`config.mk`:
```
export PLATFORM = sky130hd
export DESIGN_NAME = rv32_bus_arbiter_flat
export DESIGN_NICKNAME = d
export VERILOG_FILES = /design/src/rtl/rv32_bus_arbiter_if.sv /design/src/rtl/rv32_bus_arbiter.sv /design/src/flat_wrapper.sv
export SDC_FILE = /design/constraint.sdc
export NUM_CORES = 1
export LEC_CHECK = 0
export ABC_AREA = 1
export BUFFER_PORTS_ARGS = -buffer_cell sky130_fd_sc_hd__buf_4
export CORE_AREA = 2 2 107 109
export DETAILED_ROUTE_END_ITERATION = 16
export DIE_AREA = 0 0 109 111
export GPL_TIMING_DRIVEN = 1
export PLACE_DENSITY_LB_ADDON = 0.3
export SYNTH_ARGS = -nofsm -noshare
export SYNTH_HDL_FRONTEND = slang
export SYNTH_SLANG_ARGS = --single-unit
```
`constraint.sdc`:
```
create_clock -name clk -period 1.3 [get_ports clk]
set_input_delay 0.26 -clock clk [delete_from_list [all_inputs] [get_ports clk]]
set_output_delay 0.26 -clock clk [all_outputs]
set_load 0.05 [all_outputs]
```
`src/rtl/rv32_bus_arbiter_if.sv`:
```
`default_nettype none
// ============================================================================
//  Module   : rv32_bus_arbiter_if
//  Purpose  : Bundles the instruction-fetch port, the data (mem stage) port
//             and the shared single-master bus of rv32_bus_arbiter.
//  Modports : slave  - the arbiter side (takes requests, drives the bus)
//             master - the requester / bus-model side (testbench, core)
//  Signals  : instr_*  fetch request/response channel
//             data_*   data request/response channel (with lock)
//             address_out, write_mask_out, write_value_out, read_out,
//             read_value_in  shared bus (read data one cycle after read_out)
//  Revision : 1.0 - initial release
// ============================================================================
interface rv32_bus_arbiter_if;
    logic        instr_valid_in;
    logic [31:0] instr_address_in;
    logic        instr_ready_out;
    logic        instr_read_valid_out;
    logic [31:0] instr_read_value_out;

    logic        data_valid_in;
    logic [31:0] data_address_in;
    logic [3:0]  data_write_mask_in;
    logic [31:0] data_write_value_in;
    logic        data_lock_in;
    logic        data_ready_out;
    logic        data_read_valid_out;
    logic [31:0] data_read_value_out;

    logic [31:0] address_out;
    logic [3:0]  write_mask_out;
    logic [31:0] write_value_out;
    logic        read_out;
    logic [31:0] read_value_in;

    modport slave (
        input  instr_valid_in, instr_address_in,
        output instr_ready_out, instr_read_valid_out, instr_read_value_out,
        input  data_valid_in, data_address_in, data_write_mask_in,
        input  data_write_value_in, data_lock_in,
        output data_ready_out, data_read_valid_out, data_read_value_out,
        output address_out, write_mask_out, write_value_out, read_out,
        input  read_value_in
    );

    modport master (
        output instr_valid_in, instr_address_in,
        input  instr_ready_out, instr_read_valid_out, instr_read_value_out,
        output data_valid_in, data_address_in, data_write_mask_in,
        output data_write_value_in, data_lock_in,
        input  data_ready_out, data_read_valid_out, data_read_value_out,
        input  address_out, write_mask_out, write_value_out, read_out,
        output read_value_in
    );
endinterface
`default_nettype wire

```
`src/rtl/rv32_bus_arbiter.sv`:
```
`default_nettype none
// ============================================================================
//  Module   : rv32_bus_arbiter
//  Purpose  : Two-requester (fetch, data) arbiter onto one shared bus with a
//             one-cycle read response path and a data-side bus lock for
//             read-modify-write sequences.
//  Ports    : clk   - clock, all state on the rising edge
//             reset - asynchronous, active-high reset
//             bus   - rv32_bus_arbiter_if.slave (request, response and
//                     shared bus signals)
//  Options  : RV32_ARB_ROUND_ROBIN_EN - when defined, simultaneous requests
//             alternate via a round-robin pointer; otherwise data has fixed
//             priority over fetch.
//  Revision : 1.0 - initial release
// ============================================================================
module rv32_bus_arbiter (
    input  wire logic           clk,
    input  wire logic           reset,
    rv32_bus_arbiter_if.slave   bus
);

    localparam logic [0:0] c_UNLOCKED  = 1'b0;
    localparam logic [0:0] c_LOCKED    = 1'b1;

    localparam logic [1:0] c_OWN_NONE  = 2'd0;
    localparam logic [1:0] c_OWN_INSTR = 2'd1;
    localparam logic [1:0] c_OWN_DATA  = 2'd2;

    logic [0:0] r_lock_state;
    logic [0:0] w_lock_next;
    logic [1:0] r_owner;       // who receives read_value_in this cycle
    logic [1:0] w_owner_next;
    logic       w_grant_instr;
    logic       w_grant_data;
    logic       w_data_is_read;

    assign w_data_is_read = (bus.data_write_mask_in == 4'b0000);

`ifdef RV32_ARB_ROUND_ROBIN_EN
    logic r_favour_data;       // 1: data wins a tie, 0: fetch wins a tie
    logic w_favour_data_next;
`endif

    // ------------------------------------------------------------------
    // State registers
    // ------------------------------------------------------------------
    always_ff @(posedge clk or posedge reset) begin
        if (reset) begin
            r_lock_state <= c_UNLOCKED;
            r_owner      <= c_OWN_NONE;
        end else begin
            r_lock_state <= w_lock_next;
            r_owner      <= w_owner_next;
        end
    end

`ifdef RV32_ARB_ROUND_ROBIN_EN
    always_ff @(posedge clk or posedge reset) begin
        if (reset) begin
            r_favour_data <= 1'b1;
        end else begin
            r_favour_data <= w_favour_data_next;
        end
    end
`endif

    // ------------------------------------------------------------------
    // Grant decision. A grant is the ready_out, so grant == transfer.
    // ------------------------------------------------------------------
    always_comb begin
        w_grant_instr = 1'b0;
        w_grant_data  = 1'b0;
        if (r_lock_state == c_LOCKED) begin
            // Bus is reserved for the data side; fetch waits.
            w_grant_data = bus.data_valid_in;
        end else if (bus.data_valid_in && bus.instr_valid_in) begin
`ifdef RV32_ARB_ROUND_ROBIN_EN
            w_grant_data  = r_favour_data;
            w_grant_instr = ~r_favour_data;
`else
            w_grant_data  = 1'b1;
`endif
        end else begin
            w_grant_data  = bus.data_valid_in;
            w_grant_instr = bus.instr_valid_in;
        end
    end

    // ------------------------------------------------------------------
    // Next-state logic
    // ------------------------------------------------------------------
    always_comb begin
        w_lock_next  = r_lock_state;
        w_owner_next = c_OWN_NONE;
        // Lock is only sampled on an actual data transfer.
        if (w_grant_data) begin
            w_lock_next = bus.data_lock_in ? c_LOCKED : c_UNLOCKED;
        end
        // Owner is rewritten every cycle, allowing back-to-back reads.
        if (w_grant_data && w_data_is_read) begin
            w_owner_next = c_OWN_DATA;
        end else if (w_grant_instr) begin
            w_owner_next = c_OWN_INSTR;
        end
    end

`ifdef RV32_ARB_ROUND_ROBIN_EN
    always_comb begin
        w_favour_data_next = r_favour_data;
        if (w_grant_data) begin
            w_favour_data_next = 1'b0;
        end else if (w_grant_instr) begin
            w_favour_data_next = 1'b1;
        end
    end
`endif

    // ------------------------------------------------------------------
    // Outputs: handshake, shared bus, and read responses
    // ------------------------------------------------------------------
    always_comb begin
        bus.instr_ready_out      = w_grant_instr;
        bus.data_ready_out       = w_grant_data;
        bus.address_out          = 32'd0;
        bus.write_mask_out       = 4'b0000;
        bus.write_value_out      = 32'd0;
        bus.read_out             = 1'b0;
        bus.instr_read_valid_out = 1'b0;
        bus.instr_read_value_out = 32'd0;
        bus.data_read_valid_out  = 1'b0;
        bus.data_read_value_out  = 32'd0;

        if (w_grant_data) begin
            bus.address_out     = bus.data_address_in;
            bus.write_mask_out  = bus.data_write_mask_in;
            bus.write_value_out = bus.data_write_value_in;
            bus.read_out        = w_data_is_read;
        end else if (w_grant_instr) begin
            bus.address_out     = bus.instr_address_in;
            bus.read_out        = 1'b1;
        end

        // Owner is cleared asynchronously by reset, so an in-flight read
        // response disappears the moment reset asserts.
        if (r_owner == c_OWN_INSTR) begin
            bus.instr_read_valid_out = 1'b1;
            bus.instr_read_value_out = bus.read_value_in;
        end else if (r_owner == c_OWN_DATA) begin
            bus.data_read_valid_out  = 1'b1;
            bus.data_read_value_out  = bus.read_value_in;
        end
    end

endmodule
`default_nettype wire

```
`src/flat_wrapper.sv`:
```
// flat-port wrapper written by rule: the top's interface ports become plain ports
module rv32_bus_arbiter_flat 
  (clk, reset, bus_instr_valid_in, bus_instr_address_in, bus_instr_ready_out, bus_instr_read_valid_out, bus_instr_read_value_out, bus_data_valid_in, bus_data_address_in, bus_data_write_mask_in, bus_data_write_value_in, bus_data_lock_in, bus_data_ready_out, bus_data_read_valid_out, bus_data_read_value_out, bus_address_out, bus_write_mask_out, bus_write_value_out, bus_read_out, bus_read_value_in);
  rv32_bus_arbiter_if bus_i ();
  input  wire logic clk;
  input  wire logic reset;
  input wire logic [$bits(bus_i.instr_valid_in)-1:0] bus_instr_valid_in;
  input wire logic [$bits(bus_i.instr_address_in)-1:0] bus_instr_address_in;
  output wire logic [$bits(bus_i.instr_ready_out)-1:0] bus_instr_ready_out;
  output wire logic [$bits(bus_i.instr_read_valid_out)-1:0] bus_instr_read_valid_out;
  output wire logic [$bits(bus_i.instr_read_value_out)-1:0] bus_instr_read_value_out;
  input wire logic [$bits(bus_i.data_valid_in)-1:0] bus_data_valid_in;
  input wire logic [$bits(bus_i.data_address_in)-1:0] bus_data_address_in;
  input wire logic [$bits(bus_i.data_write_mask_in)-1:0] bus_data_write_mask_in;
  input wire logic [$bits(bus_i.data_write_value_in)-1:0] bus_data_write_value_in;
  input wire logic [$bits(bus_i.data_lock_in)-1:0] bus_data_lock_in;
  output wire logic [$bits(bus_i.data_ready_out)-1:0] bus_data_ready_out;
  output wire logic [$bits(bus_i.data_read_valid_out)-1:0] bus_data_read_valid_out;
  output wire logic [$bits(bus_i.data_read_value_out)-1:0] bus_data_read_value_out;
  output wire logic [$bits(bus_i.address_out)-1:0] bus_address_out;
  output wire logic [$bits(bus_i.write_mask_out)-1:0] bus_write_mask_out;
  output wire logic [$bits(bus_i.write_value_out)-1:0] bus_write_value_out;
  output wire logic [$bits(bus_i.read_out)-1:0] bus_read_out;
  input wire logic [$bits(bus_i.read_value_in)-1:0] bus_read_value_in;
  assign bus_i.instr_valid_in = bus_instr_valid_in;
  assign bus_i.instr_address_in = bus_instr_address_in;
  assign bus_instr_ready_out = bus_i.instr_ready_out;
  assign bus_instr_read_valid_out = bus_i.instr_read_valid_out;
  assign bus_instr_read_value_out = bus_i.instr_read_value_out;
  assign bus_i.data_valid_in = bus_data_valid_in;
  assign bus_i.data_address_in = bus_data_address_in;
  assign bus_i.data_write_mask_in = bus_data_write_mask_in;
  assign bus_i.data_write_value_in = bus_data_write_value_in;
  assign bus_i.data_lock_in = bus_data_lock_in;
  assign bus_data_ready_out = bus_i.data_ready_out;
  assign bus_data_read_valid_out = bus_i.data_read_valid_out;
  assign bus_data_read_value_out = bus_i.data_read_value_out;
  assign bus_address_out = bus_i.address_out;
  assign bus_write_mask_out = bus_i.write_mask_out;
  assign bus_write_value_out = bus_i.write_value_out;
  assign bus_read_out = bus_i.read_out;
  assign bus_i.read_value_in = bus_read_value_in;
  rv32_bus_arbiter u_core (.clk(clk), .reset(reset), .bus(bus_i));
endmodule
```
==> metrics.csv <==
metric,value,unit
status,finished with violations,
violated checks,negative setup slack,
post-synthesis register bit count,3,
final setup margin,-0.2813,ns
die width,109,um
CTS buffer count,3,
worst path required time,1.04,ns
final core utilization,0.4793,
max_cap viols,0,
sequential area share after synthesis,0.05450,
drt wl/cell,11.80,um
CTS H-tree depth,1,
Mapped Area,1378,um2
pwr/cell area,481.1,nW/um2
Leakage,2.875,nW
CP Max Fanout,9,
I/O Buffers,273,
clock root buffer,clkbuf_16,
Slowest cell on crit path,dfrtp_2,
Total Wirelength,8.683,mm
critical path cell sequence,nor2_4 > inv_6 > buf_12 > nor2_4 > buf_8,
# DRC,0,
RSZ-0062 raised after global routing,yes,
Mapped Nets,444,
grt ovf,0,
cell mode on critical path,nor2_4,
Final #Nets,731,
Syn Inst Count,307,
DIE AREA,12100,um2
RePlAce Congestion,0.7696,
DP HPWL,6.607,mm
clk buf depth,2,
fin crit share,1.216,
CP Launch Type,flop,
Starting DRT DRC Count,64,
row cnt,39,
worst skew pair latency,0.22,ns
Clock Skew,0.00004742,ns
average vias per placed instance,3.875,
Vias,2852,
GRT Util Overall,0.1284,
"Warnings, synthesis",0,
fin crit period,1.581,ns
core footprint,11080,um2
Layout area overhead,285.4,%
IO Count,274,
Hold Path Class,input pin to flop,
layout cells sized above 1,0.7201,
placed cell count,724,
Finished Cell Area,5309,um2
global-route wire length before repair,12.73,mm
synth unique cells,13,
Critical Path AT,1.32,ns
Die Y,111,um
Slew @ Worst Pin,0.2060,ns
"Slew Viols, Final",0,
starting density of the core,0.1244,
maximum vdd drop,0.0003186,V
Routed Antenna Nets,0,
post-route insts no fill,736,
# diodes,0,
CP max stage delay,0.43,ns
Crit. End Element,primary output,
R2R depth,5,
Fin. Hold Viols,0,
placed instance area,4275,um2
Slew headroom,0.8625,
CTS tree,yes,
top achievable clock speed,0.6324,GHz
first drt pass iteration count,4,
hold depth,3,
# setup viols final,100,
Clock transition at path regs,0.03,ns
post-synthesis average cell area,4.487,um2
number of global-route vias before repair,2774,
critical path class,flop to primary output,
largest net degree at the start of global routing,33,
initial antenna violation count,0,
CTS Sinks,3,
where the power goes:
part           switching (mW)  internal [mW]  leakage, nW
combinational            1.14          0.831         2.80
sequential            0.00794         0.0996       0.0361
clock                  0.0769          0.404       0.0382
total                    1.22           1.33         2.87
layout make-up:
cell class              count  area (um2)
clock buffers               4       78.83
fillers                  1020        5768
inverters                  76       297.8
multi-input cells         206        1549
flip-flops and latches      3       77.57
well taps                 143       178.9
repair buffers            304        3127
flip-flops by register name, summed over array words and instances, names as in the netlist:
name and cells:
u_core.r_lock_state 1, u_core.r_owner 2
per-stage QoR:
step	setup TNS (ns)	setup WS (ns)	hold WS (ns)	total power [mW]
2_1_floorplan	-8.401	-0.2312	0.01364	1.126
3_3_place_gp	-5.063	-0.1074	0.1460	1.787
3_5_place_dp	-6.292	-0.1295	0.1500	1.795
4_1_cts	-23.28	-0.2842	0.2621	2.512
5_1_grt	-28.20	-0.3450	0.2823	2.675
6_report	-23.60	-0.2813	0.2626	2.554
cell families (layout without fill, tap and decap cells):
logic type             Yosys count  count (layout)  synth area share
buffers and inverters           98             384            0.3079
DFF                              3               3           0.05449
and+or+nand+nor                206             206            0.6376
worst max-delay path: cells and delay by family, from the launching register on:
| kind | cells | cell delay [ns] |
|---|---|---|
| flops | 1 | 0.43 |
| buf+inv | 3 | 0.41 |
| simple gates | 2 | 0.26 |
metal layers:
metal / share of wire / vias to the layer above / global-route usage
met5: 0 / - / 0
met4: 0.010 / 0 / 0.02051
met3: 0.098 / 8 / 0.02939
met2: 0.56 / 155 / 0.2658
met1: 0.33 / 1250 / 0.1254
li1: - / 1439 / -
layout by cell type, fill, tap and decap left out:
| cell | Yosys | layout |
|---|---|---|
| nand2_8 | 0 | 2 |
| dlygate4sd3_1 | 0 | 1 |
| buf_16 | 0 | 3 |
| nand2_4 | 0 | 2 |
| buf_6 | 4 | 53 |
| nor2_1 | 68 | 4 |
| inv_1 | 75 | 72 |
| nand2_1 | 103 | 70 |
| nand2_2 | 0 | 29 |
| clkbuf_16 | 0 | 4 |
| inv_6 | 0 | 2 |
| buf_12 | 0 | 11 |
| buf_4 | 2 | 178 |
| nand3_2 | 9 | 12 |
| buf_8 | 0 | 57 |
| nand3_1 | 24 | 17 |
| clkbuf_1 | 1 | 1 |
| inv_2 | 1 | 1 |
| dfrtp_1 | 3 | 1 |
| inv_4 | 0 | 1 |
| dfrtp_2 | 0 | 2 |
| nor2_4 | 0 | 65 |
| nor2_8 | 1 | 1 |
| nand3_4 | 0 | 4 |
worst paths after layout:
check | end | slack (ns) | startpoint
worst max-delay path | bus_data_read_value_out[18] | -0.28 | u_core.r_owner[0]
worst min-delay path | u_core.r_lock_state | 0.26 | bus_data_lock_in
worst max register to register | u_core.r_owner[0] | 0.22 | u_core.r_lock_state
worst min register to register | u_core.r_lock_state | 0.77 | u_core.r_lock_state
max in group asynchronous | u_core.r_owner[0] | 0.67 | reset
min in group asynchronous | u_core.r_owner[1] | 0.49 | reset
synthesized netlist by cell type:
| master | count | area [um2] |
|---|---|---|
| buf_6 | 4 | 45.04 |
| nand2_1 | 103 | 386.6 |
| buf_4 | 2 | 15.01 |
| nor2_2 | 1 | 6.260 |
| nor2_8 | 1 | 20.02 |
| nand3_2 | 9 | 90.09 |
| dfrtp_1 | 3 | 75.07 |
| inv_1 | 75 | 281.5 |
| inv_2 | 1 | 3.750 |
| nor2_1 | 68 | 255.2 |
| clkbuf_1 | 1 | 3.750 |
| buf_2 | 15 | 75.07 |
| nand3_1 | 24 | 120.1 |
repair_timing:
| action | in CTS | in global routing |
|---|---|---|
| endpoints found under the hold margin | 3 | 0 |
| buffers inserted | 1 | 4 |
| pin swaps | 6 | 8 |
| setup endpoints to repair | 128 | 136 |
| cloned | 3 | 1 |
| hold buffers | 1 | 0 |
| gates resized for setup | 169 | 43 |
Note: power is estimated with default switching activity, not from simulation.
